File: src/rtl/multicycle_control_pkg.sv
`default_nettype none
// ============================================================================
//  Module      : multicycle_control_pkg
//  Description : Shared encodings for the multicycle RV32I core: opcodes,
//                ALU_CO codes, ALU operand/result mux selects, control-FSM
//                state encoding and the DECODE dispatch function.
//  Revision    : 1.0 - initial release
// ============================================================================
package multicycle_control_pkg;

    // RV32I major opcodes (IR[6:0])
    localparam logic [6:0] c_OP_LOAD   = 7'b0000011;
    localparam logic [6:0] c_OP_STORE  = 7'b0100011;
    localparam logic [6:0] c_OP_RTYPE  = 7'b0110011;
    localparam logic [6:0] c_OP_ITYPE  = 7'b0010011;
    localparam logic [6:0] c_OP_BRANCH = 7'b1100011;
    localparam logic [6:0] c_OP_JAL    = 7'b1101111;
    localparam logic [6:0] c_OP_JALR   = 7'b1100111;
    localparam logic [6:0] c_OP_LUI    = 7'b0110111;
    localparam logic [6:0] c_OP_AUIPC  = 7'b0010111;

    // ALU_CO codes understood by ALU_Control
    localparam logic [1:0] c_ALU_CO_ADD  = 2'b00;
    localparam logic [1:0] c_ALU_CO_SUB  = 2'b01;
    localparam logic [1:0] c_ALU_CO_FUNC = 2'b10;

    // ALU operand A select
    localparam logic [1:0] c_SRCA_PC    = 2'b00;
    localparam logic [1:0] c_SRCA_OLDPC = 2'b01;
    localparam logic [1:0] c_SRCA_RS1   = 2'b10;
    localparam logic [1:0] c_SRCA_ZERO  = 2'b11;

    // ALU operand B select
    localparam logic [1:0] c_SRCB_RS2  = 2'b00;
    localparam logic [1:0] c_SRCB_IMM  = 2'b01;
    localparam logic [1:0] c_SRCB_FOUR = 2'b10;

    // Result bus select
    localparam logic [1:0] c_RES_ALUOUT  = 2'b00;
    localparam logic [1:0] c_RES_MEMDATA = 2'b01;
    localparam logic [1:0] c_RES_ALURES  = 2'b10;

    // Control FSM state encoding (4 bits)
    localparam logic [3:0] c_ST_FETCH    = 4'd0;
    localparam logic [3:0] c_ST_DECODE   = 4'd1;
    localparam logic [3:0] c_ST_MEMADR   = 4'd2;
    localparam logic [3:0] c_ST_MEMREAD  = 4'd3;
    localparam logic [3:0] c_ST_MEMWB    = 4'd4;
    localparam logic [3:0] c_ST_MEMWRITE = 4'd5;
    localparam logic [3:0] c_ST_EXECR    = 4'd6;
    localparam logic [3:0] c_ST_EXECI    = 4'd7;
    localparam logic [3:0] c_ST_ALUWB    = 4'd8;
    localparam logic [3:0] c_ST_BRANCH   = 4'd9;
    localparam logic [3:0] c_ST_JALRADR  = 4'd10;
    localparam logic [3:0] c_ST_JAL      = 4'd11;
    localparam logic [3:0] c_ST_UPPER    = 4'd12;
    localparam logic [3:0] c_ST_ILLEGAL  = 4'd13;

    typedef enum logic [3:0] {
        ST_FETCH    = c_ST_FETCH,
        ST_DECODE   = c_ST_DECODE,
        ST_MEMADR   = c_ST_MEMADR,
        ST_MEMREAD  = c_ST_MEMREAD,
        ST_MEMWB    = c_ST_MEMWB,
        ST_MEMWRITE = c_ST_MEMWRITE,
        ST_EXECR    = c_ST_EXECR,
        ST_EXECI    = c_ST_EXECI,
        ST_ALUWB    = c_ST_ALUWB,
        ST_BRANCH   = c_ST_BRANCH,
        ST_JALRADR  = c_ST_JALRADR,
        ST_JAL      = c_ST_JAL,
        ST_UPPER    = c_ST_UPPER,
        ST_ILLEGAL  = c_ST_ILLEGAL
    } state_e;

    // Bundle of all control outputs; all-zero is the idle/no-request value
    typedef struct packed {
        logic       pc_write;
        logic       ir_write;
        logic       mem_read;
        logic       mem_write;
        logic       iord;
        logic       reg_write;
        logic [1:0] alu_src_a;
        logic [1:0] alu_src_b;
        logic [1:0] alu_co;
        logic       is_immediate;
        logic [1:0] result_src;
        logic       instr_done;
        logic       trap;
    } ctrl_t;

    // State that follows DECODE for a given opcode; unknown opcodes trap
    function automatic state_e decode_next(input logic [6:0] op);
        state_e nxt;
        case (op)
            c_OP_LOAD, c_OP_STORE: nxt = ST_MEMADR;
            c_OP_RTYPE:            nxt = ST_EXECR;
            c_OP_ITYPE:            nxt = ST_EXECI;
            c_OP_BRANCH:           nxt = ST_BRANCH;
            c_OP_JAL:              nxt = ST_JAL;
            c_OP_JALR:             nxt = ST_JALRADR;
            c_OP_LUI, c_OP_AUIPC:  nxt = ST_UPPER;
            default:               nxt = ST_ILLEGAL;
        endcase
        return nxt;
    endfunction

endpackage
`default_nettype wire

File: src/rtl/multicycle_control.sv
`default_nettype none
// ============================================================================
//  Module      : multicycle_control
//  Description : Main control FSM of the multicycle RV32I core. Sequences
//                fetch/decode/execute/memory/writeback, drives ALU_CO and
//                is_immediate to ALU_Control, stalls on memory ready, traps
//                on illegal opcodes and counts retired instructions.
//  Revision    : 1.0 - initial release
// ============================================================================
module multicycle_control
    import multicycle_control_pkg::*;
#(
    parameter int CNT_WIDTH = 32
) (
    input  logic                 clk_i,
    input  logic                 rst_i,
    input  logic [6:0]           opcode_i,
    input  logic                 branch_taken_i,
    input  logic                 mem_ready_i,
    output logic                 pc_write_o,
    output logic                 ir_write_o,
    output logic                 mem_read_o,
    output logic                 mem_write_o,
    output logic                 iord_o,
    output logic                 reg_write_o,
    output logic [1:0]           alu_src_a_o,
    output logic [1:0]           alu_src_b_o,
    output logic [1:0]           ALU_CO_o,
    output logic                 is_immediate_o,
    output logic [1:0]           result_src_o,
    output logic                 instr_done_o,
    output logic                 trap_o,
    output logic [CNT_WIDTH-1:0] instret_o
);

    localparam logic [CNT_WIDTH-1:0] c_CNT_ONE = {{(CNT_WIDTH-1){1'b0}}, 1'b1};

    state_e                 r_state_q;
    state_e                 w_state_d;
    logic [CNT_WIDTH-1:0]   r_instret_q;
    logic [CNT_WIDTH-1:0]   w_instret_d;
    ctrl_t                  w_ctrl;
    ctrl_t                  w_ctrl_out;

    // State register and retired-instruction counter, cleared asynchronously
    always_ff @(posedge clk_i or posedge rst_i) begin
        if (rst_i) begin
            r_state_q   <= ST_FETCH;
            r_instret_q <= '0;
        end else begin
            r_state_q   <= w_state_d;
            r_instret_q <= w_instret_d;
        end
    end

    // Next-state and per-state control decode (Moore, except FETCH/MEMWRITE/BRANCH gating)
    always_comb begin
        w_state_d = r_state_q;
        w_ctrl    = '0;
        case (r_state_q)
            ST_FETCH: begin
                // PC+4 computed combinationally and written straight to PC
                w_ctrl.mem_read   = 1'b1;
                w_ctrl.alu_src_a  = c_SRCA_PC;
                w_ctrl.alu_src_b  = c_SRCB_FOUR;
                w_ctrl.alu_co     = c_ALU_CO_ADD;
                w_ctrl.result_src = c_RES_ALURES;
                if (mem_ready_i) begin
                    w_ctrl.ir_write = 1'b1;
                    w_ctrl.pc_write = 1'b1;
                    w_state_d       = ST_DECODE;
                end
            end
            ST_DECODE: begin
                // Speculatively form the branch/JAL target in ALUOut
                w_ctrl.alu_src_a = c_SRCA_OLDPC;
                w_ctrl.alu_src_b = c_SRCB_IMM;
                w_ctrl.alu_co    = c_ALU_CO_ADD;
                w_state_d        = decode_next(opcode_i);
            end
            ST_MEMADR: begin
                w_ctrl.alu_src_a = c_SRCA_RS1;
                w_ctrl.alu_src_b = c_SRCB_IMM;
                w_ctrl.alu_co    = c_ALU_CO_ADD;
                // opcode bit 5 separates store (1) from load (0)
                w_state_d        = opcode_i[5] ? ST_MEMWRITE : ST_MEMREAD;
            end
            ST_MEMREAD: begin
                w_ctrl.mem_read = 1'b1;
                w_ctrl.iord     = 1'b1;
                if (mem_ready_i) begin
                    w_state_d = ST_MEMWB;
                end
            end
            ST_MEMWB: begin
                w_ctrl.result_src = c_RES_MEMDATA;
                w_ctrl.reg_write  = 1'b1;
                w_ctrl.instr_done = 1'b1;
                w_state_d         = ST_FETCH;
            end
            ST_MEMWRITE: begin
                w_ctrl.mem_write = 1'b1;
                w_ctrl.iord      = 1'b1;
                if (mem_ready_i) begin
                    w_ctrl.instr_done = 1'b1;
                    w_state_d         = ST_FETCH;
                end
            end
            ST_EXECR: begin
                w_ctrl.alu_src_a    = c_SRCA_RS1;
                w_ctrl.alu_src_b    = c_SRCB_RS2;
                w_ctrl.alu_co       = c_ALU_CO_FUNC;
                w_ctrl.is_immediate = 1'b0;
                w_state_d           = ST_ALUWB;
            end
            ST_EXECI: begin
                w_ctrl.alu_src_a    = c_SRCA_RS1;
                w_ctrl.alu_src_b    = c_SRCB_IMM;
                w_ctrl.alu_co       = c_ALU_CO_FUNC;
                w_ctrl.is_immediate = 1'b1;
                w_state_d           = ST_ALUWB;
            end
            ST_ALUWB: begin
                w_ctrl.result_src = c_RES_ALUOUT;
                w_ctrl.reg_write  = 1'b1;
                w_ctrl.instr_done = 1'b1;
                w_state_d         = ST_FETCH;
            end
            ST_BRANCH: begin
                // Comparator runs on rs1-rs2; PC takes the target from DECODE
                w_ctrl.alu_src_a  = c_SRCA_RS1;
                w_ctrl.alu_src_b  = c_SRCB_RS2;
                w_ctrl.alu_co     = c_ALU_CO_SUB;
                w_ctrl.result_src = c_RES_ALUOUT;
                w_ctrl.pc_write   = branch_taken_i;
                w_ctrl.instr_done = 1'b1;
                w_state_d         = ST_FETCH;
            end
            ST_JALRADR: begin
                // Replace the DECODE target with rs1+imm, then share JAL
                w_ctrl.alu_src_a = c_SRCA_RS1;
                w_ctrl.alu_src_b = c_SRCB_IMM;
                w_ctrl.alu_co    = c_ALU_CO_ADD;
                w_state_d        = ST_JAL;
            end
            ST_JAL: begin
                // PC <= target in ALUOut while ALU forms the link value oldPC+4
                w_ctrl.alu_src_a  = c_SRCA_OLDPC;
                w_ctrl.alu_src_b  = c_SRCB_FOUR;
                w_ctrl.alu_co     = c_ALU_CO_ADD;
                w_ctrl.result_src = c_RES_ALUOUT;
                w_ctrl.pc_write   = 1'b1;
                w_state_d         = ST_ALUWB;
            end
            ST_UPPER: begin
                // LUI adds imm to zero, AUIPC adds imm to oldPC
                w_ctrl.alu_src_a = opcode_i[5] ? c_SRCA_ZERO : c_SRCA_OLDPC;
                w_ctrl.alu_src_b = c_SRCB_IMM;
                w_ctrl.alu_co    = c_ALU_CO_ADD;
                w_state_d        = ST_ALUWB;
            end
            ST_ILLEGAL: begin
                // Dead end: only reset leaves this state
                w_ctrl.trap = 1'b1;
                w_state_d   = ST_ILLEGAL;
            end
            default: begin
                w_state_d = ST_FETCH;
            end
        endcase
    end

    // Counter advances on the edge that ends each instruction's done cycle
    always_comb begin
        w_instret_d = r_instret_q;
        if (w_ctrl.instr_done) begin
            w_instret_d = r_instret_q + c_CNT_ONE;
        end
    end

    // Force every control output low for as long as reset is held
    always_comb begin
        w_ctrl_out = w_ctrl;
        if (rst_i) begin
            w_ctrl_out = '0;
        end
    end

    assign pc_write_o     = w_ctrl_out.pc_write;
    assign ir_write_o     = w_ctrl_out.ir_write;
    assign mem_read_o     = w_ctrl_out.mem_read;
    assign mem_write_o    = w_ctrl_out.mem_write;
    assign iord_o         = w_ctrl_out.iord;
    assign reg_write_o    = w_ctrl_out.reg_write;
    assign alu_src_a_o    = w_ctrl_out.alu_src_a;
    assign alu_src_b_o    = w_ctrl_out.alu_src_b;
    assign ALU_CO_o       = w_ctrl_out.alu_co;
    assign is_immediate_o = w_ctrl_out.is_immediate;
    assign result_src_o   = w_ctrl_out.result_src;
    assign instr_done_o   = w_ctrl_out.instr_done;
    assign trap_o         = w_ctrl_out.trap;
    assign instret_o      = r_instret_q;

endmodule
`default_nettype wire
File: config.mk
export PLATFORM = sky130hd
export DESIGN_NAME = multicycle_control
export DESIGN_NICKNAME = d
export VERILOG_FILES = /design/src/rtl/multicycle_control_pkg.sv /design/src/rtl/multicycle_control.sv
export SDC_FILE = /design/constraint.sdc
export NUM_CORES = 1
export LEC_CHECK = 0
export CAP_MARGIN = 20
export CELL_PAD_IN_SITES_DETAIL_PLACEMENT = 1
export CELL_PAD_IN_SITES_GLOBAL_PLACEMENT = 2
export CORE_ASPECT_RATIO = 1.2
export CORE_MARGIN = 2
export CORE_UTILIZATION = 32
export CTS_BUF_LIST = sky130_fd_sc_hd__clkbuf_8
export CTS_CLUSTER_DIAMETER = 100
export CTS_CLUSTER_SIZE = 24
export DETAILED_ROUTE_END_ITERATION = 8
export PLACE_DENSITY_LB_ADDON = 0.1
export SYNTH_ARGS = -nofsm -noshare
export SYNTH_HDL_FRONTEND = slang
export SYNTH_SLANG_ARGS = --single-unit
File: constraint.sdc
create_clock -name clk_i -period 4.7 [get_ports clk_i]
set_input_delay 1.41 -clock clk_i [delete_from_list [all_inputs] [get_ports clk_i]]
set_output_delay 1.41 -clock clk_i [all_outputs]
set_load 0.01 [all_outputs]
==> results of run 1 <==
[kinds of logic after synthesis]
family	share of synthesized area, %
buffers and inverters	4.56
xor gates and xnor gates	13.7
DFF	42.7
muxes	1.07
and+or+nand+nor	27.9
AOI/OAI and AO/OA	9.54
adders and majority gates	0.592
[per-stage QoR]
step | setup slack (ns) | cell area (um2) | total power [mW] | hold slack [ns]
floorplan | 0.770 | 2110 | 0.700 | 0.508
global placement | 0.108 | 2760 | 0.886 | 0.467
detailed placement | 0.168 | 2760 | 0.885 | 0.471
CTS | 0.132 | 2870 | 1.16 | 0.482
global route | 0.0298 | 2870 | 1.23 | 0.505
finish | 0.141 | 2870 | 1.14 | 0.486
[critical path: stages]
cell	delay [ns]
clkdlybuf4s50_1	0.55
nor2b_1	0.26
nand2_1	0.09
a211oi_1	0.26
clkdlybuf4s50_1	0.58
[power breakdown]
part	internal (mW)	switching, mW
Sequential	0.345	0.0908
Clock	0.157	0.113
Combinational	0.215	0.221
[registers in the layout, indices dropped and copies added (netlist names)]
| name | flops |
|---|---|
| r_state_q | 4 |
| instret_o | 32 |
[cell usage after synthesis, drive strengths merged, types with 6 or more instances]
library cell	count
a21oi	6
and3	14
buf	8
dfrtp	36
nand2	12
nand3	15
nand4	13
nor2	11
nor3	9
o21ai	9
xnor2	29
[layer usage]
| metal | global-route usage (%) | routed length [um] | vias to the layer above |
|---|---|---|---|
| li1 | - | - | 897 |
| met3 | 3.09 | 232 | 10 |
| met4 | 6.29 | 110 | 0 |
| met2 | 26.9 | 2740 | 47 |
| met1 | 20.1 | 2480 | 942 |
| met5 | 0 | 0 | - |
[worst max path at each step]
stage	from	to	slack (ns)	cells after the start
3_5_place_dp	mem_ready_i	pc_write_o	0.17	5
2_1_floorplan	rst_i	is_immediate_o	0.77	2
5_1_grt	mem_ready_i	pc_write_o	0.03	5
6_report	mem_ready_i	pc_write_o	0.14	5
4_1_cts	mem_ready_i	pc_write_o	0.13	5
3_3_place_gp	mem_ready_i	pc_write_o	0.11	5
[layout make-up]
cell class                      count  area (um2)
Fill cell                         749        3540
Clock inverter                      3        42.5
Multi-Input combinational cell    165        1110
Inverter                            4        15.0
Sequential cell                    36         901
Tap cell                           85         106
Clock buffer                        5        68.8
Timing Repair Buffer               63         621
==> qor.txt, run 1 <==
hold buffers post-CTS = 0
Synth async-reset ratio = 100%
syn_nets = 230
Die ar. = 7270 um2
Worst-Margin Slew = 0.633 ns
n_diodes = 0
Hold Crit Depth = 1
Chip Width = 78.2 um
TritonRoute pass-1 iters = 4
CTS Buffer Depth = 2
Syn Inst Count = 218
Setup TNS Final = 0 ns
R2R Path Start = r_state_q[3]
min Tclk post-route = 4.56 ns
Leak Pwr = 1.16 nW
RSZ-0062 raised after global routing = no
Min-Delay Endpoint = instret_o[31]
final worst path period share = 97.0%
count of different cell masters after synthesis = 45
Synth area leaders = dfrtp_1, xnor2_1, and3_1
Synth Register Bits = 36
Hold Path Class = reg -> reg
fraction of final layout cells sized beyond drive strength 1 = 7.97%
CP Capture Type = output port
Final Wtd Congestion = 0.783
TritonCTS clock tree = done
Syn-to-layout area delta = 35.8%
total congestion overflow = 0
Setup Buffers After CTS = 0
Post-Route WL = 5.56 mm
final cell count without fillers = 361
Pwr Density = 398 nW/um2
utilization after layout = 44.8%
average cell area after synthesis = 9.69 um2
CTS Sinks = 36
Yosys top cell area share = 42.7%
CTS H-tree depth = 2
outcome = completed
reg2reg setup slack = 2.58 ns
Max Slew Vio Count = 0
Hold Vio Cnt, Final = 0
CP Launch Type = input pin
vias in the first global route = 1928
Num CTS Buffers = 5
Achievable Freq = 219 MHz
Synthesis Warnings = 0
VDD IR max = 0.000210 V
Clock Latency Late Sink = 0.29 ns
most frequent cells in the layout = clkdlybuf4s50_1, dfrtp_1, xnor2_1
1st-iter DRT viols = 61
CTS clk-pin slew, worst paths = 0.08 ns
EDFF count, synth = 0
final setup violation count = 0
post-DR wirelength/cell = 15.4 um
sequential area share after synthesis = 42.7%
hold_sp = instret_o[31]
Post-DP HPWL = 4.01 mm
Rel. slew slack = 57.8%
Syn Std Cell Area = 2110 um2
R2R cell count = 6
reg2reg end = instret_o[27]
Std-Cell Rows = 32
Port Buf Inserts = 59
largest net degree at the start of global routing = 37
first-pass GRT wire length = 9.34 mm
nets = 287
Primary FF master, synth = dfrtp_1
largest area contributor in the netlist = dfrtp_1
DR vias = 1896
I/O pin count = 60
worst endpoint required time = 3.29 ns
Total Routing Usage GR = 16.0%
DRC errors left = 0
initial core utilization = 33.0%
most common cell after layout, fill and taps aside = clkdlybuf4s50_1
total core area = 6410 um2
initial antenna violation count = 0
Avg Vias per Cell = 5.25
Setup Crit Path Kind = in -> out
clock root buffer = clkbuf_8
Layout Skew = 0.00650 ns
CP max FO = 6
Die Y-Extent = 93.0 um
WP data arrival = 3.15 ns
max_cap viols = 0
Post-CTS Resized = 0
Placed Cells = 353
Antenna Nets Post-Route = 0
Power figures use the tool's default switching activity.
==> run 2: changes to the inputs <==
--- a/config.mk
+++ b/config.mk
@@ -5,17 +5,19 @@
 export SDC_FILE = /design/constraint.sdc
 export NUM_CORES = 1
 export LEC_CHECK = 0
+export ABC_AREA = 1
 export CAP_MARGIN = 20
 export CELL_PAD_IN_SITES_DETAIL_PLACEMENT = 1
 export CELL_PAD_IN_SITES_GLOBAL_PLACEMENT = 2
 export CORE_ASPECT_RATIO = 1.2
 export CORE_MARGIN = 2
-export CORE_UTILIZATION = 32
+export CORE_UTILIZATION = 30
 export CTS_BUF_LIST = sky130_fd_sc_hd__clkbuf_8
 export CTS_CLUSTER_DIAMETER = 100
 export CTS_CLUSTER_SIZE = 24
 export DETAILED_ROUTE_END_ITERATION = 8
 export PLACE_DENSITY_LB_ADDON = 0.1
+export SKIP_CTS_REPAIR_TIMING = 1
 export SYNTH_ARGS = -nofsm -noshare
 export SYNTH_HDL_FRONTEND = slang
 export SYNTH_SLANG_ARGS = --single-unit
==> run 2 against run 1 <==
Critical path depth did not move. Global-route usage is 1.9 points higher. Critical path type unchanged. Fmax increased by 5.6%. Power increased by 12%. Via count rose by 31%. Wire length rose by 36%. Sequential power is 1% lower. Die area grew 25%. Largest cell class unchanged.
==> qor.txt, run 2 <==
Filler Cell Count = 1053
Synth area leaders = dfrtp_1, nand2_1, nor2_1
max FFs per register = 32
CTS clk-pin slew, worst paths = 0.08 ns
Synthesis Warnings = 0
Chip Width = 87.4 um
VDD IR max = 0.000174 V
CTS Buffer Depth = 2
fraction of final layout cells sized beyond drive strength 1 = 9.70%
Avg Vias per Cell = 4.72
Post-DP HPWL = 6.06 mm
Syn Inst Count = 366
min Tclk post-route = 4.32 ns
RSZ-0062 raised after global routing = no
nets = 444
Syn-to-layout area delta = 31.4%
total congestion overflow = 0
R2R cell count = 10
Post-Route WL = 7.59 mm
Die ar. = 9090 um2
vias in the first global route = 2658
Die Y-Extent = 104 um
Std-Cell Rows = 36
Synth Register Bits = 36
outcome = completed
worst endpoint required time = 3.29 ns
Syn Std Cell Area = 2500 um2
Num CTS Buffers = 5
Final Wtd Congestion = 0.828
Primary FF master, synth = dfrtp_1
average cell area after synthesis = 6.84 um2
largest area contributor in the netlist = dfrtp_1
Leak Pwr = 1.46 nW
Clock Latency Late Sink = 0.29 ns
initial antenna violation count = 0
Rel. slew slack = 65.8%
1st-iter DRT viols = 100
Worst-Margin Slew = 0.513 ns
area of the multi-input gates = 1400 um2
total core area = 8110 um2
first-pass GRT wire length = 12.9 mm
count of different cell masters after synthesis = 32
Achievable Freq = 232 MHz
Setup TNS Final = 0 ns
Max Slew Vio Count = 0
TritonRoute pass-1 iters = 4
I/O pin count = 60
Yosys top cell area share = 36.0%
CP Launch Type = input pin
Hold Crit Depth = 1
Antenna Nets Post-Route = 0
WP data arrival = 2.91 ns
final setup violation count = 0
most frequent cells in the layout = nand2_1, clkdlybuf4s50_1, nor2_1
final worst path period share = 91.9%
register area = 901 um2
syn_nets = 378
most common cell after layout, fill and taps aside = nand2_1
CP max FO = 8
n_diodes = 0
largest net degree at the start of global routing = 37
Setup Crit Path Kind = in -> out
Hold Vio Cnt, Final = 0
Synth top cells by count = nand2_1, nor2_1, inv_1
Hold Path Class = reg -> reg
Port Buf Inserts = 59
sequential area share after synthesis = 36.0%
CP Capture Type = output port
Pwr Density = 388 nW/um2
CTS H-tree depth = 2
clock root buffer = clkbuf_8
DR vias = 2492
DRC errors left = 0
EDFF count, synth = 0
post-DR wirelength/cell = 14.4 um
CTS Sinks = 36
TritonCTS clock tree = done
Total Routing Usage GR = 17.9%
max_cap viols = 0
Hold Slack = 0.522 ns
initial core utilization = 30.9%
Layout Skew = 0.0162 ns
most common cell in the netlist = nand2_1
Synth async-reset ratio = 100%
[run 2: layer usage]
| layer | part of all wire, % | vias up | GRT usage, % |
|---|---|---|---|
| li1 | - | 1262 | - |
| met3 | 2.2 | 2 | 2.38 |
| met5 | 0 | - | 0 |
| met2 | 50 | 38 | 30.4 |
| met4 | 0.61 | 0 | 4.29 |
| met1 | 47 | 1190 | 23.7 |
[run 2: layout make-up]
cell class / instances / share of cell area (%)
clock buffer: 6 / 2.51
clock inverter: 2 / 0.304
tap: 95 / 3.61
inverter: 42 / 4.79
multi-input combinational: 284 / 42.5
timing repair buffer: 63 / 18.9
sequential: 36 / 27.4
[run 2: logic make-up (layout without fill, tap and decap cells)]
kind of cell / count (synthesis) / count (layout) / share of synthesized area (%)
AO/OA/AOI/OAI: 17 / 17 / 4.20
XOR/XNOR: 21 / 21 / 8.25
adder cells (fa/ha/maj): 1 / 1 / 0.500
buffers and inverters: 46 / 113 / 8.15
flip-flops: 36 / 36 / 36.0
AND/OR/NAND/NOR: 245 / 245 / 42.9
[run 2: power by group]
part | leakage (nW) | total, mW | switching (mW) | internal [mW]
combinational | 0.949 | 0.609 | 0.360 | 0.249
sequential | 0.464 | 0.430 | 0.0718 | 0.358
clock | 0.0510 | 0.238 | 0.121 | 0.117
[run 2: critical path, cell delays in order]
cell and delay, ns:
clkdlybuf4s50_1 0.54, inv_1 0.16, nand2_1 0.10, a21oi_1 0.15, clkdlybuf4s50_1 0.55
[run 2: final timing paths]
kind                                from            end  slack (ns)
max                                rst_i    reg_write_o        0.38
min                        instret_o[22]  instret_o[22]        0.52
max reg2reg                 instret_o[0]  instret_o[26]        2.78
min reg2reg                instret_o[22]  instret_o[22]        0.52
max in group asynchronous          rst_i   r_state_q[0]        2.50
min in group asynchronous          rst_i   r_state_q[3]        1.80
[run 2: metrics by stage]
step	cell area, um2	utilization [%]	setup slack (ns)	total power [mW]	std cells
CTS	3290	40.6	0.364	1.30	528
global route	3290	40.6	0.267	1.38	528
global placement	3200	39.4	0.426	1.05	520
floorplan	2500	-	0.653	0.835	366
detailed placement	3200	39.4	0.369	1.05	520
finish	3290	40.6	0.381	1.28	528
==> run 3: changes to the inputs <==
--- a/config.mk
+++ b/config.mk
@@ -18,6 +18,7 @@
 export DETAILED_ROUTE_END_ITERATION = 8
 export PLACE_DENSITY_LB_ADDON = 0.1
 export SKIP_CTS_REPAIR_TIMING = 1
+export SLEW_MARGIN = 15
 export SYNTH_ARGS = -nofsm -noshare
 export SYNTH_HDL_FRONTEND = slang
 export SYNTH_SLANG_ARGS = --single-unit
==> results of run 3 <==
No change in the layout: final DEF, timing and power equal those of run 2.
